### src/rtl/operand_sequencer_if.sv
// Operand-in / result-out handshake bundle for the operand sequencer.
// Ports: in_valid/in_ready/in_data carry operand words toward the sequencer;
//        out_valid/out_ready/out_data carry the captured result away from it.
interface operand_sequencer_if #(
   parameter int DATA_W = 16
);
   logic              in_valid;
   logic              in_ready;
   logic [DATA_W-1:0] in_data;
   logic              out_valid;
   logic              out_ready;
   logic [DATA_W-1:0] out_data;

   // master: the environment (operand source and result consumer)
   modport master (
      output in_valid, in_data, out_ready,
      input  in_ready, out_valid, out_data
   );

   // slave: the sequencer itself
   modport slave (
      input  in_valid, in_data, out_ready,
      output in_ready, out_valid, out_data
   );
endinterface

### src/rtl/operand_sequencer.sv
// Loads NUM_OPS operand words into the datapath, pulses start, waits for done_next, returns the result.
// Latency: last operand -> start >= 1 cycle; done_next -> out_valid 1 cycle; out accept -> in_ready 1 cycle.
// Backpressure: in_ready only in LOAD; result held on out_valid/out_data until out_ready.
// Ports: clk/rst (sync, active-high); io = operand in / result out handshakes;
//        opnd_we/opnd_data = datapath operand register writes; op_ready/start/done_next/res_data_in =
//        controller and result interface; busy/err/jobs_done = status.
module operand_sequencer #(
   parameter int DATA_W  = 16,
   parameter int NUM_OPS = 8,
   parameter int IDX_W   = 3,
   parameter int TIMEOUT = 64
) (
   input  logic                clk,
   input  logic                rst,
   operand_sequencer_if.slave  io,
   output logic [NUM_OPS-1:0]  opnd_we,
   output logic [DATA_W-1:0]   opnd_data,
   input  logic                op_ready,
   output logic                start,
   input  logic                done_next,
   input  logic [DATA_W-1:0]   res_data_in,
   output logic                busy,
   output logic                err,
   output logic [15:0]         jobs_done
);
   localparam int TMO_W = $clog2(TIMEOUT + 1);
   localparam logic [IDX_W-1:0] LAST_IDX = IDX_W'(NUM_OPS - 1);
   localparam logic [TMO_W-1:0] TMO_LAST = TMO_W'(TIMEOUT - 1);

   typedef enum logic [1:0] {
      LOAD  = 2'd0,
      ISSUE = 2'd1,
      RUN   = 2'd2,
      HOLD  = 2'd3
   } state_t;

   state_t           state;
   logic [IDX_W-1:0] idx;
   logic [TMO_W-1:0] tmo_cnt;
   logic [NUM_OPS-1:0] idx_onehot;

   assign idx_onehot = {{(NUM_OPS-1){1'b0}}, 1'b1} << idx;

   // Handshake-facing outputs are combinational so the operand write lands in
   // the same cycle as the accept and start follows op_ready directly. All are
   // forced low during reset.
   assign io.in_ready = !rst && (state == LOAD);
   assign opnd_we     = (io.in_ready && io.in_valid) ? idx_onehot : '0;
   assign opnd_data   = io.in_data;
   assign start       = !rst && (state == ISSUE) && op_ready;
   assign busy        = !rst && (state != LOAD);

   always_ff @(posedge clk) begin
      if (rst) begin
         state        <= LOAD;
         idx          <= '0;
         tmo_cnt      <= '0;
         io.out_data  <= '0;
         io.out_valid <= 1'b0;
         err          <= 1'b0;
         jobs_done    <= '0;
      end else begin
         case (state)
            LOAD: begin
               // in_ready is high throughout LOAD, so in_valid alone is a handshake
               if (io.in_valid) begin
                  if (idx == LAST_IDX) begin
                     idx   <= '0;
                     state <= ISSUE;
                  end else begin
                     idx <= idx + 1'b1;
                  end
               end
            end
            ISSUE: begin
               if (op_ready) begin
                  tmo_cnt <= '0;
                  state   <= RUN;
               end
            end
            RUN: begin
               // done_next takes priority over an expiring timeout
               if (done_next) begin
                  io.out_data  <= res_data_in;
                  io.out_valid <= 1'b1;
                  state        <= HOLD;
               end else if (tmo_cnt == TMO_LAST) begin
                  err   <= 1'b1;
                  state <= LOAD;
               end else begin
                  tmo_cnt <= tmo_cnt + 1'b1;
               end
            end
            HOLD: begin
               if (io.out_ready) begin
                  io.out_valid <= 1'b0;
                  jobs_done    <= jobs_done + 16'd1;
                  state        <= LOAD;
               end
            end
            default: state <= LOAD;
         endcase
      end
   end
endmodule

### src/flat_wrapper.sv
// flat-port wrapper written by rule: the top's interface ports become plain ports
module operand_sequencer_flat 
#(
   parameter int DATA_W  = 16,
   parameter int NUM_OPS = 8,
   parameter int IDX_W   = 3,
   parameter int TIMEOUT = 64
)
  (clk, rst, opnd_we, opnd_data, op_ready, start, done_next, res_data_in, busy, err, jobs_done, io_in_valid, io_in_data, io_out_ready, io_in_ready, io_out_valid, io_out_data);
  operand_sequencer_if #(.DATA_W(DATA_W)) io_i ();
  input  logic clk;
  input  logic rst;
  output logic [NUM_OPS-1:0] opnd_we;
  output logic [DATA_W-1:0] opnd_data;
  input  logic op_ready;
  output logic start;
  input  logic done_next;
  input  logic [DATA_W-1:0] res_data_in;
  output logic busy;
  output logic err;
  output logic [15:0] jobs_done;
  input wire logic [$bits(io_i.in_valid)-1:0] io_in_valid;
  input wire logic [$bits(io_i.in_data)-1:0] io_in_data;
  input wire logic [$bits(io_i.out_ready)-1:0] io_out_ready;
  output wire logic [$bits(io_i.in_ready)-1:0] io_in_ready;
  output wire logic [$bits(io_i.out_valid)-1:0] io_out_valid;
  output wire logic [$bits(io_i.out_data)-1:0] io_out_data;
  assign io_i.in_valid = io_in_valid;
  assign io_i.in_data = io_in_data;
  assign io_i.out_ready = io_out_ready;
  assign io_in_ready = io_i.in_ready;
  assign io_out_valid = io_i.out_valid;
  assign io_out_data = io_i.out_data;
  operand_sequencer #(.DATA_W(DATA_W), .NUM_OPS(NUM_OPS), .IDX_W(IDX_W), .TIMEOUT(TIMEOUT)) u_core (.clk(clk), .rst(rst), .io(io_i), .opnd_we(opnd_we), .opnd_data(opnd_data), .op_ready(op_ready), .start(start), .done_next(done_next), .res_data_in(res_data_in), .busy(busy), .err(err), .jobs_done(jobs_done));
endmodule
### config.mk
export PLATFORM = sky130hd
export DESIGN_NAME = operand_sequencer_flat
export DESIGN_NICKNAME = d
export VERILOG_FILES = /design/src/rtl/operand_sequencer_if.sv /design/src/rtl/operand_sequencer.sv /design/src/flat_wrapper.sv
export SDC_FILE = /design/constraint.sdc
export NUM_CORES = 1
export LEC_CHECK = 0
export CORE_UTILIZATION = 35
export DETAILED_ROUTE_END_ITERATION = 8
export PLACE_DENSITY = 0.79
export SETUP_SLACK_MARGIN = 0.3
export SLEW_MARGIN = 0
export SYNTH_ARGS = -nofsm -noshare
export SYNTH_HDL_FRONTEND = slang
export SYNTH_SLANG_ARGS = --single-unit
### constraint.sdc
create_clock -name clk -period 2.3 [get_ports clk]
set_input_delay 0.345 -clock clk [delete_from_list [all_inputs] [get_ports clk]]
set_output_delay 0.345 -clock clk [all_outputs]
set_load 0.01 [all_outputs]
==> summary.txt, run 1 <==
Finish
  • Layout-stage area growth over the synthesis result: 33.7%
  • Commonest non-fill, non-tap cell in the layout: clkdlybuf4s50_1
  • Share of layout cells above drive strength 1: 0.100
  • Most frequent cells in the layout: clkdlybuf4s50_1, nand2_1, dfxtp_1
  • Antenna diode count: 0
  • Non-filler cells in the finished layout: ~400
  • Final cell area excluding filler cells: 3010 µm²
  • Final-stage net count: approximately 370

STA
  • Achievable frequency: about 520 MHz
  • Ratio of final minimum period to clock period: 0.831
  • Slew Limit Headroom: 0.607
  • Number of endpoints failing setup at the final stage: 0
  • Worst setup slack after layout: 0.388 ns
  • Max Slew Vio Count: 0
  • Clock period minus worst slack: 1.91 ns
  • Final hold slack: 0.458 ns
  • Setup repair after global routing missed its margin: no
  • Least-Margin Pin Slew: 0.588 ns
  • Total count of hold-check failures in the final report: 0
  • Layout Skew: roughly 0.010 ns

Worst setup path
  • Startpoint of the worst register-to-register path: u_core.jobs_done[1]
  • Top fanout value on the critical path: 3
  • Type of origin of the critical path: flop
  • Crit path kind: flop to primary output
  • Number of cell instances on the worst register-to-register path: 5
  • Data required time of the worst path: 1.96 ns
  • Register-to-register setup slack: between 0.6 and 0.7 ns
  • Arrival time of data at the critical path endpoint: ~1.6 ns
  • Reg-to-reg endpoint: u_core.jobs_done[14]
  • Critical path capture point type: primary output

Yosys
  • Synth unique cells: 43
  • Synth area leader: dfxtp_1
  • Number of cells produced by synthesis: 276
  • Share of flip-flops with an asynchronous set or reset after synthesis: 0
  • Top_reg_cell synth: dfxtp_1
  • Dominant cells by area after synthesis: dfxtp_1, a21oi_1, nand2_1, buf_4, ha_1
  • Yosys warnings: 0
  • Post-synth EDFFs: 0
  • Cell area after technology mapping: 2250 µm²
  • Sequential fraction of the synthesis area: 0.409
  • Number of nets produced by synthesis: 322
  • Post-synthesis sequential element count: 46
  • Fraction of post-synthesis cell area in the top cell type by area: 0.409
  • Synthesized area per cell: 8.15 µm²

Placed design
  • IO Port Bufs: between 60 and 70
  • Total cell area at the placement stage: ~2900 µm²
  • Final HPWL from detailed placement: 3.79 mm
  • Placed instance count: 395
  • Final weighted congestion of routability-driven global placement: 0.788
  • Post-Place Worst Slack: -0.338 ns

Die
  • Boundary pin count: 99
  • Standard cell core area: 6060 µm²
  • Initial Utilization: 0.371
  • DIE WIDTH: 82.2 µm
  • Row count: 28
  • Die Height: 82.2 µm
  • Overall die area: 6750 µm²

Hold path
  • Instance count along the most critical hold path: 2
  • Worst hold start: u_core.io.out_data[1]
  • Class of the worst hold path: flop to flop
  • WHS Endpoint: u_core.io.out_data[1]

Power
  • Cell area power density: between 400 and 500 nW/µm²
  • P_leak: approximately 1.1 nW
  • PnR Total Power: 1.48 mW
  • VDD IR max: around 0.37 mV

Clock network
  • TritonCTS Sinks: 46
  • CTS H-tree lvls: 2
  • Clock insertion delay at the later pin of the skew report: approximately 0.29 ns
  • Post-CTS clock slew at the launch and capture registers of the worst setup and hold paths: 0.08 ns
  • Hold-fix buffers at CTS: 0
  • TritonCTS clock tree: done
  • Number of buffers inserted during clock tree synthesis: 5
  • Clock root buffer: clkbuf_8
  • Maximum clock path buffer count: 2

GRT
  • Number of antenna violations at the first check in global routing: 0
  • Via count of the first global-routing pass: between 1,500 and 2,000
  • First-pass GRT wire length: 8.47 mm
  • Maximum number of pins on one net before global-route repair: 27
  • Overall overflow remaining after global route: 0
  • GRT Util Overall: 0.161

Detailed routing
  • Count of routing violations after the opening detailed-route iteration: 82
  • Post-detailed-route wirelength per cell: 13.1 µm
  • Detailed-route vias per instance: around 5.1
  • DRC violations left: 0
  • Post-DRT Antenna Nets: 0
  • Total routed wirelength: ~5.3 mm
  • Via total after detailed routing: ~2,100
  • First-pass detailed-route iteration total: 4

Outcome
  • Status: finished clean

Job
  • Max-cap violations: 0
==> worst max-delay path, cell delays in order (launching register included) <==
cell and delay, ns:
dfxtp_1 0.32, or3b_4 0.43, nor3_4 0.16, and2_1 0.15, clkdlybuf4s15_2 0.22
==> registers in the layout, indices dropped and copies added (netlist names) <==
name and cells:
u_core.jobs_done 16, u_core.io.out_valid 1, u_core.err 1, u_core.tmo_cnt 7
u_core.idx 3, u_core.state 2, u_core.io.out_data 16
==> area by class of cell <==
type | instances | area [µm²]
fill | 588 | 3050
multi-input combinational | 196 | 1160
sequential | 46 | 926
timing repair buffer | 75 | 709
tap | 75 | 93.8
clock buffer | 7 | 76.3
clock inverter | 1 | 30.0
inverter | 4 | 15.0
==> routing by layer <==
layer	wire length, µm	up-vias	share of wire	GRT usage
met1	2370	967	0.45	0.189
met4	29	0	0.0055	0.0351
li1	-	1044	-	-
met2	2720	36	0.51	0.298
met3	173	4	0.033	0.0319
met5	0	-	0	0
==> worst max path at each step <==
stage / from / depth (start not counted) / endpoint / slack [ns]
after CTS: u_core.state[1] / 4 / opnd_we[1] / 0.35
final: u_core.state[1] / 4 / opnd_we[1] / 0.39
after floorplan: u_core.state[1] / 5 / opnd_we[0] / 0.52
after global routing: u_core.state[1] / 4 / opnd_we[1] / 0.31
after global placement: io_in_valid / 5 / opnd_we[1] / -0.26
after detailed placement: io_in_valid / 5 / opnd_we[1] / -0.34
==> cells in the mapped netlist, types with 2 or more instances <==
cell type  number
and3_1          9
o21ai_0         6
clkbuf_1        8
nor2_1         17
buf_4          16
a21oi_1        37
xnor2_1         2
a211oi_1        2
or4_1           4
a31oi_1         2
xor2_1          6
nand4_1         5
nand2_1        44
and2_1          6
nand2b_1        3
dfxtp_1        46
or3_2           2
ha_1            8
buf_2           5
nand3_1        14
or3_1           2
nor3_1          6
inv_1           4
o31ai_1         3
==> power breakdown <==
group | switching [mW] | internal, mW | leakage [nW]
sequential | 0.00580 | 0.799 | 0.372
clock | 0.256 | 0.325 | 0.0524
combinational | 0.0403 | 0.0516 | 0.650
total | 0.302 | 1.18 | 1.07
==> logic make-up (layout without fill, tap and decap cells) <==
| group | after synthesis | in the layout | share of synthesized area |
|---|---|---|---|
| multiplexers | 1 | 1 | 0.0100 |
| AO/OA/AOI/OAI | 54 | 54 | 0.132 |
| adder cells (fa/ha/maj) | 8 | 8 | 0.0445 |
| XOR/XNOR | 8 | 8 | 0.0311 |
| buffers and inverters | 34 | 87 | 0.0868 |
| flip-flops | 46 | 46 | 0.409 |
| AND/OR/NAND/NOR | 125 | 125 | 0.286 |
==> metrics by stage <==
step	TNS, ns	utilization
floorplan	0	-
global placement	-1.38	0.475
detailed placement	-1.64	0.475
CTS	0	0.496
global route	0	0.496
finish	0	0.496
==> what timing repair did <==
action	4_1_cts	5_1_grt
pin swaps	3	1
setup buffers	1	0
setup endpoints to repair	9	1
gates resized for setup	30	0
endpoints found under the hold margin	0	0
(Power assumes the default switching activity.)
==> run 2, diff against run 1 <==
--- a/config.mk
+++ b/config.mk
@@ -7,7 +7,7 @@
 export LEC_CHECK = 0
 export CORE_UTILIZATION = 35
 export DETAILED_ROUTE_END_ITERATION = 8
-export PLACE_DENSITY = 0.79
+export PLACE_DENSITY = 0.81
 export SETUP_SLACK_MARGIN = 0.3
 export SLEW_MARGIN = 0
 export SYNTH_ARGS = -nofsm -noshare
==> constraint.sdc (replaced) <==
create_clock -name clk -period 1.54 [get_ports clk]
set_input_delay 0.231 -clock clk [delete_from_list [all_inputs] [get_ports clk]]
set_output_delay 0.231 -clock clk [all_outputs]
set_load 0.01 [all_outputs]
==> run 2 against run 1 <==
Net effect: the run now ends with setup timing left; count of clock-buffer cells in the layout is the same; sequential cell count is the same; routed wire length grew 39%; worst setup slack lost 0.56 ns; clock power grew 54%; critical path depth is the same; clock skew is essentially flat; sequential share of layout area shrank 6.8 points; register-to-register slack lost 0.77 ns; non-clock buffer count grew 53; first-iteration DRC count shrank 38%; critical endpoint is now opnd_we[6]; largest cell class unchanged.
==> summary.txt, run 2 (synthesis results as in run 1) <==
Clock network
  • Maximum clock path buffer count: 2
  • Number of buffers inserted during clock tree synthesis: 5
  • Clock insertion delay at the later pin of the skew report: roughly 0.30 ns
  • TritonCTS clock tree: done
  • Clock root buffer: clkbuf_8
  • Post-CTS clock slew at the launch and capture registers of the worst setup and hold paths: ~0.080 ns
  • Hold-fix buffers at CTS: 0
  • CTS H-tree lvls: 2
  • TritonCTS Sinks: between 40 and 50

Finish
  • Largest registers in the final layout: u_core.io.out_data x16, u_core.jobs_done x16, u_core.tmo_cnt x7
  • Final-stage net count: ~430
  • Number of fillers in the final layout: 466
  • Commonest non-fill, non-tap cell in the layout: buf_4
  • Antenna diode count: 0
  • Most frequent cells in the layout: buf_4, nand2_1, dlygate4sd2_1, dfxtp_1, buf_6
  • Final cell utilization of the core: 0.664
  • Layout-stage area growth over the synthesis result: 78.9%
  • Share of layout cells above drive strength 1: 0.513
  • Non-filler cells in the finished layout: between 400 and 500
  • Final cell area excluding filler cells: between 4000 and 5000 µm²

Detailed routing
  • Detailed-route vias per instance: 5.25
  • Via total after detailed routing: 2,397
  • Count of routing violations after the opening detailed-route iteration: 51
  • Post-DRT Antenna Nets: 0
  • DRC violations left: 0
  • Post-detailed-route wirelength per cell: between 15 and 20 µm
  • Total routed wirelength: 7.36 mm
  • First-pass detailed-route iteration total: 4

GRT
  • Number of antenna violations at the first check in global routing: 0
  • GRT Util Overall: 0.195
  • Via count of the first global-routing pass: between 2,000 and 2,500
  • Maximum number of pins on one net before global-route repair: 35
  • First-pass GRT wire length: 10.2 mm
  • Overall overflow remaining after global route: 0

STA
  • Layout Skew: 0.0107 ns
  • Achievable frequency: 586 MHz
  • Setup repair after global routing missed its margin: yes
  • Total count of hold-check failures in the final report: 0
  • Slew Limit Headroom: 0.699
  • Clock period minus worst slack: 1.71 ns
  • Final total negative setup slack: -4.16 ns
  • Number of endpoints failing setup at the final stage: 44
  • Final hold slack: 0.256 ns
  • Worst setup slack after layout: -0.168 ns
  • Least-Margin Pin Slew: 0.451 ns
  • Max Slew Vio Count: 0
  • Ratio of final minimum period to clock period: 1.11

Placed design
  • Total cell area at the placement stage: around 3200 µm²
  • IO Port Bufs: 66
  • Placed instance count: 410
  • Post-Place Worst Slack: -0.692 ns
  • Final weighted congestion of routability-driven global placement: 0.810
  • Final HPWL from detailed placement: 3.98 mm

Die
  • Row count: 28
  • Die Height: 82.2 µm
  • DIE WIDTH: 82.2 µm
  • Boundary pin count: 99
  • Overall die area: between 6000 and 7000 µm²
  • Initial Utilization: 0.371
  • Standard cell core area: 6060 µm²

Worst setup path
  • Max stage delay cell, worst path: or3b_4
  • Critical path buffers and inverters: 1
  • Crit path kind: flop to primary output
  • Type of origin of the critical path: flop
  • Data required time of the worst path: roughly 1.3 ns
  • Top fanout value on the critical path: 3
  • Arrival time of data at the critical path endpoint: 1.48 ns
  • Critical path capture point type: primary output
  • Cell type group with the largest total delay on the critical path: simple AND/OR/NAND/NOR gates
  • Cell Chain, Critical Path: or3b_4 > nor2_4 > and3_4 > buf_6
  • Delay of the slowest cell on the worst path: between 0.4 and 0.5 ns

Power
  • Cell area power density: 570 nW/µm²
  • VDD IR max: around 0.47 mV
  • PnR Total Power: 2.29 mW
  • P_leak: around 1.6 nW

Hold path
  • Class of the worst hold path: input pin to flop

Outcome
  • Status: finished with violations
  • Violations in the final reports: setup timing

Job
  • Max-cap violations: 0
[run 2: changes by cell type in the layout (fill, tap and decap cells not counted), sizes merged]
cell	previous run	this run
clkdlybuf4s15	4	2
dlygate4sd2	4	26
clkdlybuf4s50	55	19
clkbuf	7	11
buf	12	77
[run 2: routing by layer]
metal	vias to the layer above	wire length (µm)	GRT usage
met3	15	320	0.0341
met5	-	0	0
li1	1158	-	-
met2	70	4100	0.350
met1	1154	2830	0.234
met4	0	107	0.0649
[run 2: worst register-to-register path: stages, from the launching register on]
cell     delay, ns
dfxtp_2       0.35
buf_4         0.11
buf_8         0.11
or3b_4        0.41
or4_4         0.50
a31oi_1       0.15
[run 2: final cells by class]
class	instances	area [µm²]	share of cell area
inverters	4	15.0	0.00373
well taps	75	93.8	0.0233
repair buffers	128	1240	0.308
clock buffers	7	76.3	0.0190
multi-input cells	196	1600	0.399
flip-flops and latches	46	966	0.240
clock inverters	1	30.0	0.00746
[run 2: power by group]
| part | internal, mW | leakage [nW] | switching [mW] |
|---|---|---|---|
| logic | 0.113 | 1.21 | 0.0914 |
| clock network | 0.486 | 0.0524 | 0.413 |
| registers | 1.18 | 0.383 | 0.00830 |
| total | 1.78 | 1.65 | 0.512 |
[run 2: repair_timing]
item / in CTS / in global routing
setup endpoints to repair: 87 / 63
gates cloned: 3 / 0
gates resized for setup: 157 / 69
buffers inserted: 18 / 18
pin swaps: 28 / 40
[run 2: worst paths after layout]
path                           end                  start  depth (start not counted)  slack (ns)
max                     opnd_we[6]        u_core.state[1]                          4       -0.17
min                  u_core.idx[2]                    rst                          2        0.26
max reg2reg      u_core.tmo_cnt[5]        u_core.state[1]                          5       -0.15
min reg2reg  u_core.io.out_data[3]  u_core.io.out_data[3]                          2        0.45
